<file path="config.mk">
export PLATFORM = sky130hd
export DESIGN_NAME = debouncer_multi
export DESIGN_NICKNAME = d
export VERILOG_FILES = /design/src/rtl/debouncer_multi.sv
export SDC_FILE = /design/constraint.sdc
export NUM_CORES = 1
export LEC_CHECK = 0
export ABC_CLOCK_PERIOD_IN_PS = 3630
export BUFFER_PORTS_ARGS = -buffer_cell sky130_fd_sc_hd__buf_2
export CELL_PAD_IN_SITES_DETAIL_PLACEMENT = 0
export CELL_PAD_IN_SITES_GLOBAL_PLACEMENT = 2
export CORE_MARGIN = 2
export CORE_UTILIZATION = 41
export CTS_CLUSTER_SIZE = 30
export DETAILED_ROUTE_END_ITERATION = 7
export PLACE_DENSITY_LB_ADDON = 0.1
export SLEW_MARGIN = 20
export SYNTH_ARGS = -nofsm -noshare
export SYNTH_HDL_FRONTEND = slang
export SYNTH_SLANG_ARGS = --single-unit
export TNS_END_PERCENT = 10
</file>
<file path="constraint.sdc">
create_clock -name clk_i -period 3.63 [get_ports clk_i]
set_input_delay 0 -clock clk_i [delete_from_list [all_inputs] [get_ports clk_i]]
set_output_delay 0 -clock clk_i [all_outputs]
set_load 0.005 [all_outputs]
</file>
<file path="src/rtl/debouncer_multi.sv">
// Multi-channel key debouncer: per-channel synchroniser, glitch filter, level plus press/release strobes.
// Define DEBOUNCER_REPEAT_EN to add an auto-repeat generator that re-fires the press strobe while a key is held.
module debouncer_multi #(
  parameter int CHANNELS             = 4,
  parameter int CLK_FREQ_MHZ         = 100,
  parameter int GLITCH_TIME_NS       = 100,
  parameter int SYNC_STAGES          = 2,
  parameter int REPEAT_DELAY_CYCLES  = 50,
  parameter int REPEAT_PERIOD_CYCLES = 20
) (
  input  logic                clk_i,
  input  logic                rst_ni,
  input  logic [CHANNELS-1:0] key_i,
  output logic [CHANNELS-1:0] key_state_o,
  output logic [CHANNELS-1:0] key_pressed_stb_o,
  output logic [CHANNELS-1:0] key_released_stb_o
);

  localparam int GLITCH_RAW    = (GLITCH_TIME_NS * CLK_FREQ_MHZ) / 1000;
  localparam int GLITCH_CYCLES = (GLITCH_RAW < 1) ? 1 : GLITCH_RAW;
  localparam int CNT_W         = $clog2(GLITCH_CYCLES + 1);
  localparam logic [CNT_W-1:0] CNT_LAST = CNT_W'(GLITCH_CYCLES - 1);

  // Elaboration-time parameter sanity checks.
  if (CHANNELS < 1) begin : g_chk_channels
    $error("debouncer_multi: CHANNELS must be >= 1");
  end
  if (SYNC_STAGES < 2) begin : g_chk_sync
    $error("debouncer_multi: SYNC_STAGES must be >= 2");
  end
  if (REPEAT_DELAY_CYCLES < 1 || REPEAT_PERIOD_CYCLES < 1) begin : g_chk_repeat
    $error("debouncer_multi: repeat delay and period must be >= 1");
  end

  logic [SYNC_STAGES-1:0] sync_q [CHANNELS];
  logic [SYNC_STAGES-1:0] sync_d [CHANNELS];
  logic [CNT_W-1:0]       cnt_q  [CHANNELS];
  logic [CNT_W-1:0]       cnt_d  [CHANNELS];
  logic [CHANNELS-1:0]    state_q, state_d;
  logic [CHANNELS-1:0]    press_q, press_d;
  logic [CHANNELS-1:0]    rel_q,   rel_d;

`ifdef DEBOUNCER_REPEAT_EN
  localparam int RPT_MAX = (REPEAT_DELAY_CYCLES > REPEAT_PERIOD_CYCLES) ?
                           REPEAT_DELAY_CYCLES : REPEAT_PERIOD_CYCLES;
  localparam int RCNT_W  = $clog2(RPT_MAX + 1);
  localparam logic [RCNT_W-1:0] RPT_DELAY  = RCNT_W'(REPEAT_DELAY_CYCLES);
  localparam logic [RCNT_W-1:0] RPT_PERIOD = RCNT_W'(REPEAT_PERIOD_CYCLES);

  logic [RCNT_W-1:0]   rcnt_q [CHANNELS];
  logic [RCNT_W-1:0]   rcnt_d [CHANNELS];
  logic [CHANNELS-1:0] rphase_q, rphase_d;
`endif

  always_comb begin
    logic             sync_bit;
    logic             filter_evt;
`ifdef DEBOUNCER_REPEAT_EN
    logic [RCNT_W-1:0] rcnt_inc;
    logic              rpt_fire;
`endif
    sync_bit   = 1'b0;
    filter_evt = 1'b0;
`ifdef DEBOUNCER_REPEAT_EN
    rcnt_inc   = '0;
    rpt_fire   = 1'b0;
    rphase_d   = rphase_q;
`endif
    state_d = state_q;
    press_d = '0;
    rel_d   = '0;
    for (int n = 0; n < CHANNELS; n++) begin
      sync_d[n]  = {sync_q[n][SYNC_STAGES-2:0], key_i[n]};
      sync_bit   = sync_q[n][SYNC_STAGES-1];
      filter_evt = 1'b0;
      cnt_d[n]   = cnt_q[n];

      if (sync_bit == state_q[n]) begin
        cnt_d[n] = '0;
      end else if (cnt_q[n] == CNT_LAST) begin
        cnt_d[n]   = '0;
        state_d[n] = sync_bit;
        press_d[n] = sync_bit;
        rel_d[n]   = ~sync_bit;
        filter_evt = 1'b1;
      end else begin
        cnt_d[n] = cnt_q[n] + 1'b1;
      end

`ifdef DEBOUNCER_REPEAT_EN
      // Repeat runs only while the key is settled high; any filter event restarts it.
      rcnt_d[n] = rcnt_q[n];
      rpt_fire  = 1'b0;
      rcnt_inc  = rcnt_q[n] + 1'b1;
      if (!state_q[n] || filter_evt) begin
        rcnt_d[n]   = '0;
        rphase_d[n] = 1'b0;
      end else if (!rphase_q[n]) begin
        if (rcnt_inc == RPT_DELAY) begin
          rcnt_d[n]   = '0;
          rphase_d[n] = 1'b1;
          rpt_fire    = 1'b1;
        end else begin
          rcnt_d[n] = rcnt_inc;
        end
      end else begin
        if (rcnt_inc == RPT_PERIOD) begin
          rcnt_d[n] = '0;
          rpt_fire  = 1'b1;
        end else begin
          rcnt_d[n] = rcnt_inc;
        end
      end
      press_d[n] = press_d[n] | rpt_fire;
`endif
    end
  end

  always_ff @(posedge clk_i or negedge rst_ni) begin
    if (!rst_ni) begin
      for (int n = 0; n < CHANNELS; n++) begin
        sync_q[n] <= '0;
        cnt_q[n]  <= '0;
      end
      state_q <= '0;
      press_q <= '0;
      rel_q   <= '0;
    end else begin
      for (int n = 0; n < CHANNELS; n++) begin
        sync_q[n] <= sync_d[n];
        cnt_q[n]  <= cnt_d[n];
      end
      state_q <= state_d;
      press_q <= press_d;
      rel_q   <= rel_d;
    end
  end

`ifdef DEBOUNCER_REPEAT_EN
  always_ff @(posedge clk_i or negedge rst_ni) begin
    if (!rst_ni) begin
      for (int n = 0; n < CHANNELS; n++) begin
        rcnt_q[n] <= '0;
      end
      rphase_q <= '0;
    end else begin
      for (int n = 0; n < CHANNELS; n++) begin
        rcnt_q[n] <= rcnt_d[n];
      end
      rphase_q <= rphase_d;
    end
  end
`endif

  assign key_state_o        = state_q;
  assign key_pressed_stb_o  = press_q;
  assign key_released_stb_o = rel_q;

endmodule

</file>
=== Yosys cells after proc, flatten, opt, wreduce, memory -nomap -nowiden ===
Cells that the tools add are included.

* RAM bits: 0
* Output and inout bits: 12
* Input bits: 6
* Register bits after elaboration: 36
* Logic and storage cells: 62
* Latch bits: 0
* Bits in read-only memories: 0
* Memories: 0

* Div/mod/pow operators: 0
* Bitwise operators: 8
* Mux-type cells: 24
* Add/sub/neg operators: 4
* Reductions and logical operators: 4
* $lt $le $gt $ge: 0
* Multiply operators: 0
* Shifts and indexed selects: 0
* Eq/ne operators: 8

{| class="wikitable"
|+ Operators by type and width
! kind !! count
|-
| two-way mux 4 bit || 8
|-
| adder 4 x 1 -> 4 bit, second input constant || 4
|-
| equality test 4 bit, second input constant || 4
|-
| two-way mux 1 bit || 16
|-
| inverter 1 bit || 8
|-
| AND reduction 2 bit || 4
|-
| equality test 1 bit || 4
|}

=== Longest topological paths before layout ===
* Depth after elaboration: 3
* Mapped depth: 5

=== Least setup slack after synthesis ===
OpenSTA, ideal clock, no wires.

* Path type: reg2reg
* From: register cnt_q[4] (netlist bit)
* To: register state_q[2], in the netlist key_state_o[2]
* Setup time: 125 ps
* Path slack: 2462 ps
* Data required time: 3505 ps
* Arrival time: 1043 ps
* Period minus slack after synthesis: 1168 ps
* Cell stages (with the launch flop): 4
* Cell sequence: dfrtp_1 ha_1 nand3b_1 mux2_2

* Cells in the longest elaborated chain, start to end: 2

{| class="wikitable"
|+ Ends and longest elaborated chain
! item !! RTL line !! RTL
|-
| start: declaration || 37 || <nowiki>logic [CNT_W-1:0] cnt_q [CHANNELS];</nowiki>
|-
| start signal: indexed assignment || 131 || <nowiki>cnt_q[n] <= cnt_d[n];</nowiki>
|-
| equality test 4 bit || 80 || <nowiki>end else if (cnt_q[n] == CNT_LAST) begin</nowiki>
|-
| AND reduction 2 bit (no source line) || n/a ||
|-
| end signal: assignment || 133 || <nowiki>state_q <= state_d;</nowiki>
|-
| end: declaration || 39 || <nowiki>logic [CHANNELS-1:0] state_q, state_d;</nowiki>
|}

No other way between the ends.
A chain may end at the register's enable or synchronous reset.

=== Final worst setup path ===
Same ends and word-level chain as after synthesis.

==> results.sh <==
export IMPL_worst_path_buf_inv=0
export IMPL_grt_start_max_net_pins=37
export IMPL_chipWidth_um=61.8
export IMPL_drcViolationCount=0
export IMPL_antenna_violations_before_repair=0
export IMPL_pwr_share_comb=0.098
export IMPL_htreeDepth=2
export IMPL_clock_fmax_mhz=808
export IMPL_synth_enable_flop_cells=0
export IMPL_p_clk_frac=0.302
export IMPL_critPathCaptureType="flop"
export IMPL_relSlewSlack=0.497
export IMPL_grt_overflow=0
export IMPL_post_route_cells_drive_above_1_share=0.242
export IMPL_setup_viol=0
export IMPL_synth_cells=103
export IMPL_initialDrtViolationCount=10
export IMPL_critPathMaxFanout=4
export IMPL_numCtsBuffers=5
export IMPL_mean_routed_wirelength_per_cell_um=10.6
export IMPL_routed_via_density=4.37
export IMPL_cts_tree="built"
export IMPL_critical_path_max_stage_delay_ns=0.42
export IMPL_drt_antenna_violating_nets=0
export IMPL_timing_setup_critical_path_class="flop to flop"
export IMPL_crit_path_cell_trace="ha_1 > nand3b_1 > mux2_2"
export IMPL_number_of_cell_rows=20
export IMPL_vias=769
export IMPL_flow_area_growth_from_synthesis_pct=18.7
export IMPL_fin_skew_ns=0.00862
export IMPL_floorplan_die_area_sq_um=3810
export IMPL_ctsResizeCount=0
export IMPL_worst_setup_hold_path_clk_slew_ns=0.10
export IMPL_cts_root_buf="sky130_fd_sc_hd__clkbuf_4"
export IMPL_worst_endpoint_required_ns=3.85
export IMPL_final_fill_count=297
export IMPL_grt_setup_unrepaired="no"
export IMPL_drt_pass1_iterations=3
export IMPL_netlist_cell_types=20
export IMPL_gp_congestion=0.693
export IMPL_postSynthRegisterBits=36
export IMPL_ir_worst_vdd_uv=235
export IMPL_internal_power_uw=580
export IMPL_worst_hold_slack_ns=0.263
export IMPL_num_nets_final=144
export IMPL_worst_hold_path_type="input port to async pin"
export IMPL_grt_first_pass_wirelength_um=3180
export IMPL_die_h_um=61.8
export IMPL_worst_path_dominant_cell_family="flip-flops"
export IMPL_maximum_clock_path_buffer_count=2
export IMPL_multi_input_comb_area_sq_um=452
export IMPL_initial_core_util=0.441
export IMPL_postSynthAreaPerCell_sq_um=13.3
export IMPL_p_switching_uw=188
export IMPL_core_area_sq_um=3100
export IMPL_antenna_cells=0
export IMPL_area_sequential_sq_um=901
export IMPL_finalWorstPathRequiredPeriod_ns=1.24
export IMPL_synth_net_count=115
export IMPL_post_route_period_util=0.341
export IMPL_netSwitchingFraction=0.245
export IMPL_maxSlewViolCount=0
export IMPL_first_global_vias=744
export IMPL_drv_max_cap_violation_count=0
export IMPL_reg2reg_slack_ns=2.39
export IMPL_cts_sinks=36
export IMPL_power_sequential_fraction=0.600
export IMPL_synth_top_flop_cell="sky130_fd_sc_hd__dfrtp_1"
export IMPL_run_status="finished, final reports clean"
export IMPL_yosys_warnings=0
export IMPL_async_flop_share=1.00
export IMPL_pd_cells_nw_per_um2=473
export IMPL_startpoint_type="flop"
export IMPL_ys_seq_area_frac=0.659
export IMPL_gr_usage_all_layers=0.122
export IMPL_clk_insertion_delay_late_ns=0.33
export IMPL_worst_slew_pin_slew_ns=0.755
export IMPL_crit_slowest_cell="sky130_fd_sc_hd__dfrtp_1"
export IMPL_synthesis_area_sq_um=1370
export IMPL_dpl_hpwl_um=1250
export IMPL_boundaryPins=18
export IMPL_worst_ep_arrival_time_ns=1.45
export IMPL_totalWireLength_um=1870
export IMPL_timing_final_hold_violations=0
export IMPL_io_buffers=17
export IMPL_cts_repair_timing_setup_buffer_count=0
export IMPL_power_static_leakage_uw=0.000814
export IMPL_cts_hold_buffers_added=5
export IMPL_final_setup_tns_ns=0
power groups by stage:
stage / Sequential [uW] / Clock [uW] / Combinational (uW)
final: 461 / 232 / 75.2
after global routing: 466 / 261 / 90.4
after CTS: 461 / 247 / 78.0
after detailed placement: 469 / 0 / 73.8
after global placement: 467 / 0 / 74.1
after floorplan: 463 / 0 / 52.0
metrics by stage:
step                area [sq um]  setup WS (ns)  power, uW  utilization  instances
finish                      1620           2.39        768        0.523        176
global route                1620           2.33        818        0.523        176
CTS                         1620           2.39        786        0.523        176
detailed placement          1510           2.40        542        0.486        164
global placement            1510           2.43        541        0.486        164
floorplan                   1370           2.46        515            -        103
flip-flops by register name, summed over array words and instances (netlist names):
signal	flops
cnt_q	16
key_pressed_stb_o	4
key_released_stb_o	4
key_state_o	4
sync_d	4
sync_q	4
cell type report:
type	instances	share of cell area
clock buffers	7	0.0401
inverters	4	0.00925
multi-input cells	63	0.278
flip-flops and latches	36	0.555
well taps	44	0.0339
repair buffers	22	0.0833
Yosys cell counts (2+ instances only):
cell type	count	area share
sky130_fd_sc_hd__mux2_2	3	0.025
sky130_fd_sc_hd__xor2_1	7	0.045
sky130_fd_sc_hd__nor2_1	14	0.038
sky130_fd_sc_hd__ha_1	6	0.055
sky130_fd_sc_hd__dfrtp_1	36	0.66
sky130_fd_sc_hd__nand2_1	5	0.014
sky130_fd_sc_hd__nor3b_1	8	0.044
sky130_fd_sc_hd__nand3b_1	4	0.022
sky130_fd_sc_hd__xnor2_1	4	0.026
sky130_fd_sc_hd__o21ai_0	2	0.0073
sky130_fd_sc_hd__nand3_1	3	0.011
sky130_fd_sc_hd__inv_1	3	0.0082
cell families (layout without fill, tap and decap cells):
| group | after synthesis | after routing | share of synthesized area |
|---|---|---|---|
| compound gates | 4 | 4 | 0.0174 |
| xor+xnor | 11 | 11 | 0.0704 |
| fa+ha+maj | 6 | 6 | 0.0549 |
| buf+inv | 4 | 33 | 0.0110 |
| flops | 36 | 36 | 0.659 |
| mux | 4 | 4 | 0.0357 |
| simple gates | 38 | 38 | 0.152 |
layout by cell type (no fill, tap or decap):
cell type                        n
sky130_fd_sc_hd__dfrtp_1        36
sky130_fd_sc_hd__buf_2          17
sky130_fd_sc_hd__nor2_1         14
sky130_fd_sc_hd__nor3b_1         8
sky130_fd_sc_hd__xor2_1          7
sky130_fd_sc_hd__ha_1            6
sky130_fd_sc_hd__nand2_1         5
sky130_fd_sc_hd__clkbuf_4        5
sky130_fd_sc_hd__dlygate4sd3_1   5
sky130_fd_sc_hd__nand3b_1        4
sky130_fd_sc_hd__xnor2_1         4
sky130_fd_sc_hd__inv_1           3
sky130_fd_sc_hd__nand3_1         3
sky130_fd_sc_hd__mux2_2          3
sky130_fd_sc_hd__o21ai_0         2
sky130_fd_sc_hd__clkbuf_8        2
sky130_fd_sc_hd__inv_2           1
sky130_fd_sc_hd__nor2b_2         1
sky130_fd_sc_hd__or3_1           1
sky130_fd_sc_hd__a21oi_2         1
sky130_fd_sc_hd__and3b_2         1
sky130_fd_sc_hd__nor2b_1         1
sky130_fd_sc_hd__a21oi_1         1
sky130_fd_sc_hd__mux2_4          1
final timing paths:
kind                            cells past startpoint                         end                 from
worst max register to register                      3  key_state_o[2]$_DFFE_PN0P_   cnt_q[4]$_DFF_PN0_
worst max-delay path                                3  key_state_o[2]$_DFFE_PN0P_   cnt_q[4]$_DFF_PN0_
max in group asynchronous                           2         sync_q[5]$_DFF_PN0_               rst_ni
worst min register to register                      0         sync_q[1]$_DFF_PN0_  sync_d[1]$_DFF_PN0_
min in group clk_i                                  2         sync_d[7]$_DFF_PN0_             key_i[0]
worst min-delay path                                2  key_state_o[0]$_DFFE_PN0P_               rst_ni
routing by layer:
metal | vias to the layer above | global-route usage | share of wire
met2 | 15 | 0.182 | 0.45
met3 | 4 | 0.0621 | 0.039
met5 | - | 0 | 0
met4 | 0 | 0.0638 | 0.020
li1 | 393 | - | -
met1 | 357 | 0.145 | 0.49
(Power assumes the default switching activity.)
